--- config.mk ---
export PLATFORM = sky130hd
export DESIGN_NAME = knob_conditioner_flat
export DESIGN_NICKNAME = d
export VERILOG_FILES = /design/src/rtl/knob_conditioner_if.sv /design/src/rtl/knob_conditioner.sv /design/src/flat_wrapper.sv
export SDC_FILE = /design/constraint.sdc
export NUM_CORES = 1
export LEC_CHECK = 0
export ABC_AREA = 1
export ABC_CLOCK_PERIOD_IN_PS = 8350
export CAP_MARGIN = 40
export CORE_MARGIN = 5
export CORE_UTILIZATION = 35
export CTS_CLUSTER_DIAMETER = 100
export DETAILED_ROUTE_END_ITERATION = 10
export GPL_TIMING_DRIVEN = 0
export PLACE_DENSITY = 0.52
export SYNTH_ARGS = -nofsm -noshare
export SYNTH_HDL_FRONTEND = slang
export SYNTH_SLANG_ARGS = --single-unit
--- constraint.sdc ---
create_clock -name clk_i -period 8.35 [get_ports clk_i]
set_input_delay 2.0875 -clock clk_i [delete_from_list [all_inputs] [get_ports clk_i]]
set_output_delay 2.0875 -clock clk_i [all_outputs]
set_load 0.01 [all_outputs]
--- src/rtl/knob_conditioner_if.sv ---
// Conditioner bus: sample strobe and raw levels in; conditioned levels and status out.
interface knob_conditioner_if #(
    parameter int NUM_KNOBS  = 8,
    parameter int KNOB_WIDTH = 8
);
    logic                                   sample_tick_i;
    logic [NUM_KNOBS-1:0][KNOB_WIDTH-1:0]   knob_level_i;
    logic [NUM_KNOBS-1:0][KNOB_WIDTH-1:0]   knob_level_o;
    logic [NUM_KNOBS-1:0]                   knob_change_o;
    logic                                   busy_o;
    logic                                   overrun_o;

    modport master (
        output sample_tick_i,
        output knob_level_i,
        input  knob_level_o,
        input  knob_change_o,
        input  busy_o,
        input  overrun_o
    );

    modport slave (
        input  sample_tick_i,
        input  knob_level_i,
        output knob_level_o,
        output knob_change_o,
        output busy_o,
        output overrun_o
    );
endinterface

--- src/rtl/knob_conditioner.sv ---
// Per-channel hysteresis and optional slew limiting, one channel per clock after each sample tick.
// Optional slew limiting is enabled by defining KNOB_CONDITIONER_SLEW_EN.
//
// state | meaning
// IDLE  | waiting for sample_tick_i; snapshot taken on the tick
// SCAN  | processing channel idx, one per clock, 0..NUM_KNOBS-1
module knob_conditioner #(
    parameter int NUM_KNOBS  = 8,
    parameter int KNOB_WIDTH = 8,
    parameter int HYST       = 2,
    parameter int STEP       = 1
) (
    input  logic             clk_i,
    input  logic             arst_i,
    knob_conditioner_if.slave bus
);
    localparam int IDX_W = (NUM_KNOBS > 1) ? $clog2(NUM_KNOBS) : 1;
    localparam logic [IDX_W-1:0]      LAST_IDX = IDX_W'(NUM_KNOBS - 1);
    localparam logic [KNOB_WIDTH-1:0] FULL     = '1;
    localparam logic [KNOB_WIDTH:0]   HYST_W   = (KNOB_WIDTH + 1)'(HYST);

`ifdef KNOB_CONDITIONER_SLEW_EN
    localparam int SLEW_LIMIT = STEP;
`else
    // Limit at or above full scale: the output reaches its target in a single step.
    localparam int SLEW_LIMIT = (STEP > 2**KNOB_WIDTH) ? STEP : 2**KNOB_WIDTH;
`endif
    localparam logic [KNOB_WIDTH:0]   LIMIT_W = (KNOB_WIDTH + 1)'(SLEW_LIMIT);
    localparam logic [KNOB_WIDTH-1:0] STEP_K  = KNOB_WIDTH'(SLEW_LIMIT);

    typedef enum logic {IDLE, SCAN} state_t;

    state_t state_q, state_d;

    logic [IDX_W-1:0]                     idx_q;
    logic [NUM_KNOBS-1:0][KNOB_WIDTH-1:0] snap_q;
    logic [NUM_KNOBS-1:0][KNOB_WIDTH-1:0] target_q;
    logic [NUM_KNOBS-1:0][KNOB_WIDTH-1:0] level_q;
    logic [NUM_KNOBS-1:0]                 change_q;
    logic                                 busy_q;
    logic                                 overrun_q;

    logic load_snap;
    logic step_en;
    logic last_step;
    logic overrun_set;
    logic busy_d;

    logic [KNOB_WIDTH-1:0] cur_snap;
    logic [KNOB_WIDTH-1:0] cur_tgt;
    logic [KNOB_WIDTH-1:0] cur_out;
    logic [KNOB_WIDTH-1:0] new_tgt;
    logic [KNOB_WIDTH-1:0] new_out;
    logic [KNOB_WIDTH:0]   hyst_diff;
    logic [KNOB_WIDTH:0]   slew_diff;

    always_ff @(posedge clk_i or posedge arst_i) begin
        if (arst_i) begin
            state_q <= IDLE;
        end else begin
            state_q <= state_d;
        end
    end

    always_comb begin
        state_d = state_q;
        unique case (state_q)
            IDLE: if (bus.sample_tick_i) state_d = SCAN;
            SCAN: if (idx_q == LAST_IDX) state_d = IDLE;
            default: state_d = IDLE;
        endcase
    end

    always_comb begin
        load_snap   = 1'b0;
        step_en     = 1'b0;
        last_step   = 1'b0;
        overrun_set = 1'b0;
        busy_d      = 1'b0;
        unique case (state_q)
            IDLE: begin
                load_snap = bus.sample_tick_i;
                busy_d    = bus.sample_tick_i;
            end
            SCAN: begin
                step_en     = 1'b1;
                last_step   = (idx_q == LAST_IDX);
                // Ticks are dropped while scanning, including on the last channel.
                overrun_set = bus.sample_tick_i;
                busy_d      = (idx_q != LAST_IDX);
            end
            default: ;
        endcase
    end

    // Datapath for the addressed channel; the fresh target feeds the output directly.
    always_comb begin
        cur_snap = snap_q[idx_q];
        cur_tgt  = target_q[idx_q];
        cur_out  = level_q[idx_q];

        if (cur_snap >= cur_tgt) hyst_diff = {1'b0, cur_snap} - {1'b0, cur_tgt};
        else                     hyst_diff = {1'b0, cur_tgt} - {1'b0, cur_snap};

        new_tgt = cur_tgt;
        if (cur_snap == '0 || cur_snap == FULL || hyst_diff > HYST_W) new_tgt = cur_snap;

        if (new_tgt >= cur_out) slew_diff = {1'b0, new_tgt} - {1'b0, cur_out};
        else                    slew_diff = {1'b0, cur_out} - {1'b0, new_tgt};

        new_out = new_tgt;
        if (slew_diff > LIMIT_W) begin
            new_out = (new_tgt > cur_out) ? (cur_out + STEP_K) : (cur_out - STEP_K);
        end
    end

    always_ff @(posedge clk_i or posedge arst_i) begin
        if (arst_i) begin
            idx_q  <= '0;
            snap_q <= '0;
        end else begin
            if (load_snap) begin
                snap_q <= bus.knob_level_i;
                idx_q  <= '0;
            end else if (step_en) begin
                idx_q <= last_step ? '0 : idx_q + 1'b1;
            end
        end
    end

    always_ff @(posedge clk_i or posedge arst_i) begin
        if (arst_i) begin
            target_q <= '0;
            level_q  <= '0;
            change_q <= '0;
        end else begin
            change_q <= '0;
            if (step_en) begin
                target_q[idx_q] <= new_tgt;
                level_q[idx_q]  <= new_out;
                change_q[idx_q] <= (new_out != cur_out);
            end
        end
    end

    always_ff @(posedge clk_i or posedge arst_i) begin
        if (arst_i) begin
            busy_q    <= 1'b0;
            overrun_q <= 1'b0;
        end else begin
            busy_q <= busy_d;
            if (overrun_set) overrun_q <= 1'b1;
        end
    end

    assign bus.knob_level_o  = level_q;
    assign bus.knob_change_o = change_q;
    assign bus.busy_o        = busy_q;
    assign bus.overrun_o     = overrun_q;
endmodule

--- src/flat_wrapper.sv ---
// flat-port wrapper written by rule: the top's interface ports become plain ports
module knob_conditioner_flat 
#(
    parameter int NUM_KNOBS  = 8,
    parameter int KNOB_WIDTH = 8,
    parameter int HYST       = 2,
    parameter int STEP       = 1
)
  (clk_i, arst_i, bus_sample_tick_i, bus_knob_level_i, bus_knob_level_o, bus_knob_change_o, bus_busy_o, bus_overrun_o);
  knob_conditioner_if #(.NUM_KNOBS(NUM_KNOBS), .KNOB_WIDTH(KNOB_WIDTH)) bus_i ();
  input  logic clk_i;
  input  logic arst_i;
  input wire logic [$bits(bus_i.sample_tick_i)-1:0] bus_sample_tick_i;
  input wire logic [$bits(bus_i.knob_level_i)-1:0] bus_knob_level_i;
  output wire logic [$bits(bus_i.knob_level_o)-1:0] bus_knob_level_o;
  output wire logic [$bits(bus_i.knob_change_o)-1:0] bus_knob_change_o;
  output wire logic [$bits(bus_i.busy_o)-1:0] bus_busy_o;
  output wire logic [$bits(bus_i.overrun_o)-1:0] bus_overrun_o;
  assign bus_i.sample_tick_i = bus_sample_tick_i;
  assign bus_i.knob_level_i = bus_knob_level_i;
  assign bus_knob_level_o = bus_i.knob_level_o;
  assign bus_knob_change_o = bus_i.knob_change_o;
  assign bus_busy_o = bus_i.busy_o;
  assign bus_overrun_o = bus_i.overrun_o;
  knob_conditioner #(.NUM_KNOBS(NUM_KNOBS), .KNOB_WIDTH(KNOB_WIDTH), .HYST(HYST), .STEP(STEP)) u_core (.clk_i(clk_i), .arst_i(arst_i), .bus(bus_i));
endmodule
==> flow_summary_export.csv <==
group,metric,value,unit
cts,cts_htree_levels,1,
timing,fmax,131,MHz
floorplan,die_y,193,um
cts,cts_sinks,205,
synthesis,postSynthCellCount,1540,
timing,slew_headroom,0.453,
global_route,grt_pass1_wl,60800,um
worst_setup_path,cp_slowest_cell,"clkbuf_1",
global_route,grt-ovfl-total,0,
layout,nets,1813,
drt,wirelength,39300,um
cts,cts_buffers,25,
synthesis,syn_area_per_cell,7.59,um^2
hold_path,hold_path_class,"register to register",
timing,setup_viol,0,
synthesis,yosys_warnings,0,
synthesis,synth_area,0.0117,mm^2
drt,first_iter_violations,807,
timing,worstMarginPinSlew,818,ps
global_route,grt_pass1_vias,10513,
worst_setup_path,path_class,"register to register",
outcome,status,"finished, final reports clean",
layout,syn_to_final_growth,24.5,%
worst_setup_path,rr_startpoint,"u_core.idx_q[0]$_DFFE_PP0P_",
synthesis,async_flop_share,1.00,
cts,cts_resized,0,
cts,clock_tree.root_cell,"clkbuf_16",
timing,period_minus_slack,7650,ps
layout,final_util,0.438,
cts,cts_tree,"built",
placed_design,numPortBuffers,140,
timing,rsz0062_at_grt,"no",
timing,drv_slew,0,
synthesis,ys_ff_latch,205,
worst_setup_path,end_kind,"register",
timing,fin_skew,23.0,ps
global_route,grt_start_max_net_pins,116,
worst_setup_path,cpPeakStageDelay,570,ps
layout,diodes,0,
layout,drive_gt1_frac,0.0950,
floorplan,die-area,0.0372,mm^2
worst_setup_path,cp_max_fo,11,
floorplan,core-area,0.0333,mm^2
worst_setup_path,startpoint,"u_core.idx_q[0]$_DFFE_PP0P_",
drt,vias,10925,
floorplan,die_w,193,um
timing,hold_viol,0,
drt,vias_per_cell,5.03,
drt,dr.pass1.iters,5,
floorplan,io_pins,141,
timing,hold_slack,457,ps
synthesis,synthDistinctLibCells,40,
worst_setup_path,required,8790,ps
synthesis,synth_edf_count,0,
hold_path,min_from,"u_core.bus.overrun_o$_DFFE_PP0P_",
worst_setup_path,crit_path_frequent_cell,"nand3_1",
cts,insertion_delay,540,ps
worst_setup_path,critPathLaunchType,"register",
global_route,antenna_found_initial,0,
drt,wl_per_cell,18.1,um
cts,clk_pin_slew,60,ps
flow_run,cap_violations,0,
cts,cts_hold_buf,0,
placed_design,gp_congestion,0.880,
timing,min_period_over_period,0.916,
synthesis,synth-seq-area-share,0.439,
synthesis,syn_nets,1645,
cts,cts_max_path_buffers,3,
synthesis,synth_flop_cell,"dfrtp_1",
global_route,grt_usage,0.209,
placed_design,hpwl,29800,um
drt,drc,0,
worst_setup_path,crit_arrival,8090,ps
floorplan,fp-row-count,67,
drt,ant_nets,0,
cts,postCtsSetupRepairBufs,0,
floorplan,floorplan.initialDensity,0.351,
==> sequential cells by signal, indices dropped and copies added, names as in the netlist <==
signal and cells:
u_core.idx_q 3, u_core.snap_q 64, u_core.bus.busy_o 1, u_core.target_q 64, u_core.bus.overrun_o 1, u_core.bus.knob_level_o 64, u_core.bus.knob_change_o 8
==> per-stage QoR <==
stage / instance area, um^2 / setup slack (ps) / instances / setup TNS (ps)
after floorplan: 11700 / 667 / 1540 / 0
after global placement: 13700 / -2530 / 2128 / -513760
after detailed placement: 13700 / 616 / 2129 / 0
after CTS: 14600 / 527 / 2174 / 0
after global routing: 14600 / 46.5 / 2174 / 0
final: 14600 / 704 / 2174 / 0
==> per-layer routing <==
metal	vias up	track usage	wire length, um
met1	5311	0.300	18200
met3	59	0.0242	1790
li1	5290	-	-
met4	0	0.0516	1050
met2	265	0.336	18300
met5	-	0	0
==> worst paths after layout <==
check | cells past startpoint | endpoint | slack [ps]
max | 38 | u_core.bus.knob_level_o[15]$_DFFE_PP0P_ | 700
min | 1 | u_core.bus.overrun_o$_DFFE_PP0P_ | 460
max reg2reg | 38 | u_core.bus.knob_level_o[15]$_DFFE_PP0P_ | 700
min reg2reg | 1 | u_core.bus.overrun_o$_DFFE_PP0P_ | 460
max in group asynchronous | 3 | u_core.bus.knob_level_o[7]$_DFFE_PP0P_ | 5230
min in group asynchronous | 2 | u_core.snap_q[58]$_DFFE_PP0P_ | 2050
==> worst max-delay path: cells and delay by family (launching register included) <==
kind / cells / cell delay [ps]
AO/OA/AOI/OAI: 5 / 940
adder cells (fa/ha/maj): 2 / 830
flip-flops: 1 / 390
XOR/XNOR: 1 / 150
AND/OR/NAND/NOR: 20 / 2710
buffers and inverters: 10 / 2530
==> Yosys cell counts (6+ instances only) <==
cell type,count,share of area
o211ai_1,13,0.0083
nor2_2,14,0.0075
clkbuf_1,42,0.013
mux2_2,36,0.035
o22ai_1,11,0.0059
inv_1,145,0.047
nand3_1,144,0.062
o21ai_0,114,0.049
nor2_1,143,0.046
a21oi_1,49,0.021
nand2_2,13,0.0070
and3_1,6,0.0032
dfrtp_1,205,0.44
inv_2,6,0.0019
nand2_1,472,0.15
buf_2,17,0.0073
ha_1,34,0.036
xor2_1,10,0.0075
or2_2,9,0.0048
nand4_1,11,0.0059
o32ai_1,9,0.0067
==> layout by cell type (no fill, tap or decap), types with 13 or more instances in the layout <==
cell type,synthesis,final
ha_1,34,34
clkdlybuf4s50_1,0,140
nand3_1,144,144
clkbuf_16,0,25
mux2_2,36,36
inv_1,145,144
nand2_1,472,472
dfrtp_1,205,205
buf_2,17,17
nor2_2,14,14
nor2_1,143,143
nand2_2,13,13
a21oi_1,49,49
clkbuf_1,42,44
o211ai_1,13,13
o21ai_0,114,114
==> logic make-up after synthesis <==
kind of cell	after synthesis	synth area share
XOR/XNOR	13	0.00974
multiplexers	36	0.0347
AND/OR/NAND/NOR	825	0.301
flip-flops	205	0.439
adder cells (fa/ha/maj)	38	0.0432
buffers and inverters	218	0.0751
AO/OA/AOI/OAI	205	0.0974
==> final cells by class <==
class                           instances  area [um^2]
Multi-Input combinational cell       1117         5690
Clock buffer                           37          751
Buffer                                 67          314
Sequential cell                       205         5130
Fill cell                            3420        18700
Timing Repair Buffer                  141         1430
Tap cell                              448          561
Clock inverter                          8          114
Inverter                              151          574
Power is left out: the tool's default activity adds up to more than one toggle a clock period on the data nets, which glitch-free logic cannot reach.
